**config.mk**
```make
export PLATFORM = sky130hd
export DESIGN_NAME = uart_rx_cfg
export DESIGN_NICKNAME = d
export VERILOG_FILES = /design/src/rtl/uart_pkg.sv /design/src/rtl/uart_bit_sampler.sv /design/src/rtl/uart_rx_cfg.sv
export SDC_FILE = /design/constraint.sdc
export NUM_CORES = 1
export LEC_CHECK = 0
export CORE_MARGIN = 4
export CORE_UTILIZATION = 55
export CTS_BUF_LIST = sky130_fd_sc_hd__clkbuf_8
export DETAILED_ROUTE_END_ITERATION = 8
export GPL_ROUTABILITY_DRIVEN = 0
export PLACE_DENSITY = 0.76
export SLEW_MARGIN = 0
export SYNTH_ARGS = -nofsm -noshare
export SYNTH_HDL_FRONTEND = slang
export SYNTH_SLANG_ARGS = --single-unit
```
**constraint.sdc**
```tcl
create_clock -name i_Clock -period 2.2 [get_ports i_Clock]
set_clock_uncertainty 0.15 [all_clocks]
set_input_delay 0.44 -clock i_Clock [delete_from_list [all_inputs] [get_ports i_Clock]]
set_output_delay 0.44 -clock i_Clock [all_outputs]
set_load 0.02 [all_outputs]
```
**src/rtl/uart_pkg.sv**
```systemverilog
// Shared types and constants for the configurable UART receiver.
package uart_pkg;

    typedef enum logic [2:0] {
        ST_IDLE,
        ST_START,
        ST_DATA,
        ST_PARITY,
        ST_STOP,
        ST_DONE,
        ST_BRK_WAIT
    } state_t;

    localparam int PARITY_NONE = 0;
    localparam int PARITY_EVEN = 1;
    localparam int PARITY_ODD  = 2;

    function automatic logic maj3(input logic a, input logic b, input logic c);
        return (a & b) | (a & c) | (b & c);
    endfunction

endpackage

```
**src/rtl/uart_bit_sampler.sv**
```systemverilog
// Line synchroniser, falling-edge detect, bit-timing counter and 3-sample
// majority vote around mid-bit.
module uart_bit_sampler
    import uart_pkg::*;
#(
    parameter int CLKS_PER_BIT = 87
) (
    input  logic i_Clock,
    input  logic i_Reset,
    input  logic i_Rx_Serial,
    input  logic i_run,
    output logic o_rx_s,
    output logic o_sync_ok,
    output logic o_fall,
    output logic o_vote_valid,
    output logic o_vote
);

    localparam int CW = $clog2(CLKS_PER_BIT);
    localparam int M  = (CLKS_PER_BIT - 1) / 2;
    localparam logic [CW-1:0] C_WRAP = CW'(CLKS_PER_BIT - 1);
    localparam logic [CW-1:0] C_S0   = CW'(M - 1);
    localparam logic [CW-1:0] C_S1   = CW'(M);
    localparam logic [CW-1:0] C_S2   = CW'(M + 1);

    logic          r_sync1;
    logic          r_sync2;
    logic          r_prev;
    logic [1:0]    r_fill;
    logic [CW-1:0] r_cnt;
    logic          r_s0;
    logic          r_s1;

    always_ff @(posedge i_Clock) begin
        if (i_Reset) begin
            r_sync1 <= 1'b1;
            r_sync2 <= 1'b1;
            r_prev  <= 1'b1;
            r_fill  <= 2'b00;
            r_cnt   <= '0;
            r_s0    <= 1'b0;
            r_s1    <= 1'b0;
        end else begin
            r_sync1 <= i_Rx_Serial;
            r_sync2 <= r_sync1;
            r_prev  <= r_sync2;
            // r_fill tracks when the reset value has been flushed out of the sync chain
            r_fill  <= {r_fill[0], 1'b1};
            if (!i_run || r_cnt == C_WRAP) begin
                r_cnt <= '0;
            end else begin
                r_cnt <= r_cnt + 1'b1;
            end
            if (i_run && r_cnt == C_S0) r_s0 <= r_sync2;
            if (i_run && r_cnt == C_S1) r_s1 <= r_sync2;
        end
    end

    assign o_rx_s       = r_sync2;
    assign o_sync_ok    = r_fill[1];
    assign o_fall       = r_prev & ~r_sync2;
    assign o_vote_valid = i_run && (r_cnt == C_S2);
    assign o_vote       = maj3(r_s0, r_s1, r_sync2);

endmodule

```
**src/rtl/uart_rx_cfg.sv**
```systemverilog
// Configurable UART receiver: frame FSM, data shift register, parity and
// framing checks, break detection and registered result outputs.
module uart_rx_cfg
    import uart_pkg::*;
#(
    parameter int CLKS_PER_BIT = 87,
    parameter int DATA_BITS    = 8,
    parameter int PARITY       = 0,
    parameter int STOP_BITS    = 1
) (
    input  logic                 i_Clock,
    input  logic                 i_Reset,
    input  logic                 i_Rx_Serial,
    output logic                 o_Rx_DV,
    output logic [DATA_BITS-1:0] o_Rx_Data,
    output logic                 o_Parity_Err,
    output logic                 o_Frame_Err,
    output logic                 o_Break,
    output logic                 o_Busy
);

    localparam logic [3:0] LAST_DATA = 4'(DATA_BITS - 1);
    localparam logic [3:0] LAST_STOP = 4'(STOP_BITS - 1);
    localparam logic       ODD_PAR   = (PARITY == PARITY_ODD);

    state_t               r_state;
    logic                 r_armed;
    logic [3:0]           r_bit_cnt;
    logic [DATA_BITS-1:0] r_shift;
    logic                 r_par_err;
    logic                 r_frame_err;
    logic                 r_all_zero;
    logic                 r_dv;
    logic [DATA_BITS-1:0] r_data;
    logic                 r_perr;
    logic                 r_ferr;
    logic                 r_brk;

    logic w_rx_s;
    logic w_sync_ok;
    logic w_fall;
    logic w_vote_valid;
    logic w_vote;
    logic w_run;
    logic w_frame_err_next;

    assign w_run = (r_state == ST_START) || (r_state == ST_DATA) ||
                   (r_state == ST_PARITY) || (r_state == ST_STOP);

    uart_bit_sampler #(
        .CLKS_PER_BIT(CLKS_PER_BIT)
    ) u_sampler (
        .i_Clock     (i_Clock),
        .i_Reset     (i_Reset),
        .i_Rx_Serial (i_Rx_Serial),
        .i_run       (w_run),
        .o_rx_s      (w_rx_s),
        .o_sync_ok   (w_sync_ok),
        .o_fall      (w_fall),
        .o_vote_valid(w_vote_valid),
        .o_vote      (w_vote)
    );

    assign w_frame_err_next = r_frame_err | ~w_vote;

    always_ff @(posedge i_Clock) begin
        if (i_Reset) begin
            r_state     <= ST_IDLE;
            r_armed     <= 1'b0;
            r_bit_cnt   <= '0;
            r_shift     <= '0;
            r_par_err   <= 1'b0;
            r_frame_err <= 1'b0;
            r_all_zero  <= 1'b0;
            r_dv        <= 1'b0;
            r_data      <= '0;
            r_perr      <= 1'b0;
            r_ferr      <= 1'b0;
            r_brk       <= 1'b0;
        end else begin
            r_dv <= 1'b0;
            if (w_sync_ok && w_rx_s) r_armed <= 1'b1;
            case (r_state)
                ST_IDLE: begin
                    if (r_armed && w_fall) begin
                        r_state     <= ST_START;
                        r_bit_cnt   <= '0;
                        r_par_err   <= 1'b0;
                        r_frame_err <= 1'b0;
                        r_all_zero  <= 1'b1;
                    end
                end
                ST_START: begin
                    if (w_vote_valid) r_state <= w_vote ? ST_IDLE : ST_DATA;
                end
                ST_DATA: begin
                    if (w_vote_valid) begin
                        r_shift    <= {w_vote, r_shift[DATA_BITS-1:1]};
                        r_all_zero <= r_all_zero & ~w_vote;
                        if (r_bit_cnt == LAST_DATA) begin
                            r_bit_cnt <= '0;
                            r_state   <= (PARITY != PARITY_NONE) ? ST_PARITY : ST_STOP;
                        end else begin
                            r_bit_cnt <= r_bit_cnt + 1'b1;
                        end
                    end
                end
                ST_PARITY: begin
                    if (w_vote_valid) begin
                        r_par_err  <= w_vote ^ (^r_shift) ^ ODD_PAR;
                        r_all_zero <= r_all_zero & ~w_vote;
                        r_state    <= ST_STOP;
                    end
                end
                ST_STOP: begin
                    if (w_vote_valid) begin
                        r_frame_err <= w_frame_err_next;
                        if (r_bit_cnt == LAST_STOP) begin
                            // Results are loaded together so they line up with the strobe
                            r_state <= ST_DONE;
                            r_dv    <= 1'b1;
                            r_data  <= r_shift;
                            r_perr  <= r_par_err;
                            r_ferr  <= w_frame_err_next;
                            r_brk   <= r_all_zero & w_frame_err_next;
                        end else begin
                            r_bit_cnt <= r_bit_cnt + 1'b1;
                        end
                    end
                end
                ST_DONE: begin
                    r_state <= r_brk ? ST_BRK_WAIT : ST_IDLE;
                end
                ST_BRK_WAIT: begin
                    if (w_rx_s) r_state <= ST_IDLE;
                end
                default: r_state <= ST_IDLE;
            endcase
        end
    end

    assign o_Rx_DV      = r_dv;
    assign o_Rx_Data    = r_data;
    assign o_Parity_Err = r_perr & (PARITY != PARITY_NONE);
    assign o_Frame_Err  = r_ferr;
    assign o_Break      = r_brk;
    assign o_Busy       = (r_state != ST_IDLE);

endmodule

```
==> reports/metrics.yaml <==
floorplan:
  die_height_um: 68.4
  top_level_ports: 16
  dieArea_um2: 4680
  core.rowCount: 21
  die_x_um: 68.4
  start_util_pct: 58.7
  fp.coreArea_um2: 3420
route:
  num_vias: 1622
  ant_nets: 0
  vias_per_cell: 5.54
  wirelength_mm: 4.05
  drt_iter0_drc: 111
  remaining_drc_errors: 0
  dr.pass1.iters: 4
  avgRoutedWirePerCell_um: 13.8
timing:
  fmax_mhz: 471
  setup_violations: 0
  maxSlewViolCount: 0
  period_minus_slack_ps: 2120
  setup_tns_ps: 0
  hold_violations: 0
  min_period_over_period_pct: 96.5
  rsz0062_at_grt: "no"
placed_design:
  dp.cells: 285
  post-dp-hpwl_mm: 2.82
  dpl_cell_area_um2: 2210
  port_buffers: 14
clock_tree:
  post-cts-setup-buffer-count: 0
  worst_skew_pair.late_latency_ps: 300
  cts_buffer_depth: 2
  clock-sinks: 43
  cts_tree: "done"
  cts_buffers: 5
  cts_root_buf: "clkbuf_8"
  clkTransAtPathRegs_ps: 80
  htree_levels: 2
logic_synthesis:
  synth_warnings: 0
  synth_fp_nets: 236
  syn_area_per_cell_um2: 8.80
  synthDistinctLibCells: 52
  ys_async_sr_fraction_pct: 0
  synth-edff-count: 0
  syn_area_um2: 2010
  yosys_register_bits: 43
  syn_inst: 228
  postSynth.topFlopCell: "dfxtp_1"
  seq_area_frac_synth_pct: 42.9
critical_path:
  critPathKind: "flop to output port"
  crit_path_start_kind: "flop"
  end_kind: "output port"
  cp.arrival_ps: 1530
  path_max_fanout: 5
  required_ps: 1610
power:
  p_leak_uw: 0.000825
  power.density_nw_per_um2: 686
  vdd_drop_max_mv: 0.286
  total_power_uw: 1620
finish:
  design_area_um2: 2360
  seq_area_um2: 861
  final_util_pct: 69.0
  stdcell_count: 293
  area_growth_pct: 17.6
  fill_cells: 302
  layout_commonest_cell: "dfxtp_1"
  diodes: 0
  layout_common_cells: "43 x dfxtp_1, 31 x nand2_1, 21 x nor2_1"
  nNetsFinal: 254
  multi_input_area_um2: 1050
  drive_gt1_share_pct: 11.7
global_routing:
  grt_overflow_total: 0
  grt_pass1_vias: 1527
  grtUsageTotal_pct: 20.3
  antenna_found_initial: 0
  grt_pass1_wl_mm: 7.09
  grt_max_degree: 18
job:
  maxCapViolCount: 0
min_path:
  hp-class: "flop to flop"
run_status:
  status: "finished, final reports clean"
## critical path: stages, from the launching register on
cell	delay, ps
dfxtp_1	480
nor3_4	80
inv_1	80
clkdlybuf4s50_1	600
## routing by layer
layer / vias to the layer above / wire length (um) / track usage, %
met1: 740 / 1960 / 27.3
met4: 0 / 99 / 8.68
met2: 38 / 1820 / 30.5
met3: 10 / 168 / 4.93
met5: - / 0 / 0
li1: 834 / - / -
## where the power goes
part	internal [uW]	switching, uW
registers	789	8.76
logic	43.1	67.3
clock network	449	261
total	1280	337
## cell type report
cell class,count,area share [%]
Clock buffer,5,2.92
Inverter,10,1.59
Multi-Input combinational cell,162,44.7
Tap cell,46,2.44
Clock inverter,3,2.71
Sequential cell,43,36.5
Timing Repair Buffer,24,9.12
## sequential cells by signal, summed over array words and instances, names as in the netlist
signal,count
o_Break,1
r_frame_err,1
u_sampler.r_sync1,1
o_Rx_DV,1
r_state,3
r_shift,8
o_Frame_Err,1
r_bit_cnt,4
r_all_zero,1
u_sampler.r_cnt,7
u_sampler.o_rx_s,1
o_Rx_Data,8
r_armed,1
u_sampler.r_s0,1
u_sampler.r_s1,1
u_sampler.r_prev,1
u_sampler.r_fill,2
## final timing paths
path	startpoint	to	slack, ps	cells past startpoint
hold reg to reg	u_sampler.r_sync1	u_sampler.o_rx_s	270	1
hold / removal	u_sampler.r_sync1	u_sampler.o_rx_s	270	1
setup reg to reg	u_sampler.r_cnt[0]	r_bit_cnt[3]	320	6
setup / recovery	r_state[2]	o_Busy	80	3
## cells by family (layout without fill, tap and decap cells)
kind of cell    Yosys count  count (layout)  share of synthesized area (%)
simple gates            103             103                           29.1
flops                    43              43                           42.9
compound gates           36              36                           11.5
buf+inv                  23              42                           5.05
mux                      10              10                           4.99
fa+ha+maj                 6               6                           3.62
xor+xnor                  6               6                           2.62
other cells               1               1                          0.187
## Yosys cell counts (all sizes together), types with 2 or more instances
| library cell | count | area share [%] |
|---|---|---|
| and3 | 3 | 0.94 |
| o21ai | 5 | 1.2 |
| nand4bb | 3 | 1.7 |
| nand3b | 3 | 1.7 |
| dfxtp | 43 | 43 |
| buf | 9 | 2.4 |
| o21bai | 2 | 0.75 |
| nand4 | 3 | 1.2 |
| nor3 | 7 | 1.7 |
| or3 | 3 | 1.2 |
| xor2 | 2 | 0.87 |
| or2 | 3 | 0.94 |
| nand3 | 7 | 2.0 |
| nand2 | 31 | 5.8 |
| xnor2 | 4 | 1.7 |
| or4b | 2 | 1.0 |
| a311oi | 2 | 0.87 |
| or4 | 3 | 1.1 |
| o211ai | 2 | 0.75 |
| a31oi | 2 | 0.94 |
| mux2i | 10 | 5.0 |
| a21oi | 17 | 4.2 |
| nor2b | 4 | 1.2 |
| clkbuf | 4 | 0.75 |
| and4b | 2 | 1.0 |
| ha | 5 | 3.1 |
| inv | 9 | 1.7 |
| nor2 | 21 | 3.9 |
## stage by stage
stage / hold slack (ps) / setup slack (ps)
after global routing: 289 / 23.9
after global placement: 242 / 208
final: 271 / 76.5
after floorplan: 239 / 487
after CTS: 276 / 32.3
after detailed placement: 258 / 206
## repair_timing
item,in CTS,in global routing
setup endpoints to repair,1,1
hold buffers,0,0
gates resized for setup,1,1
Power figures use the tool's default switching activity.
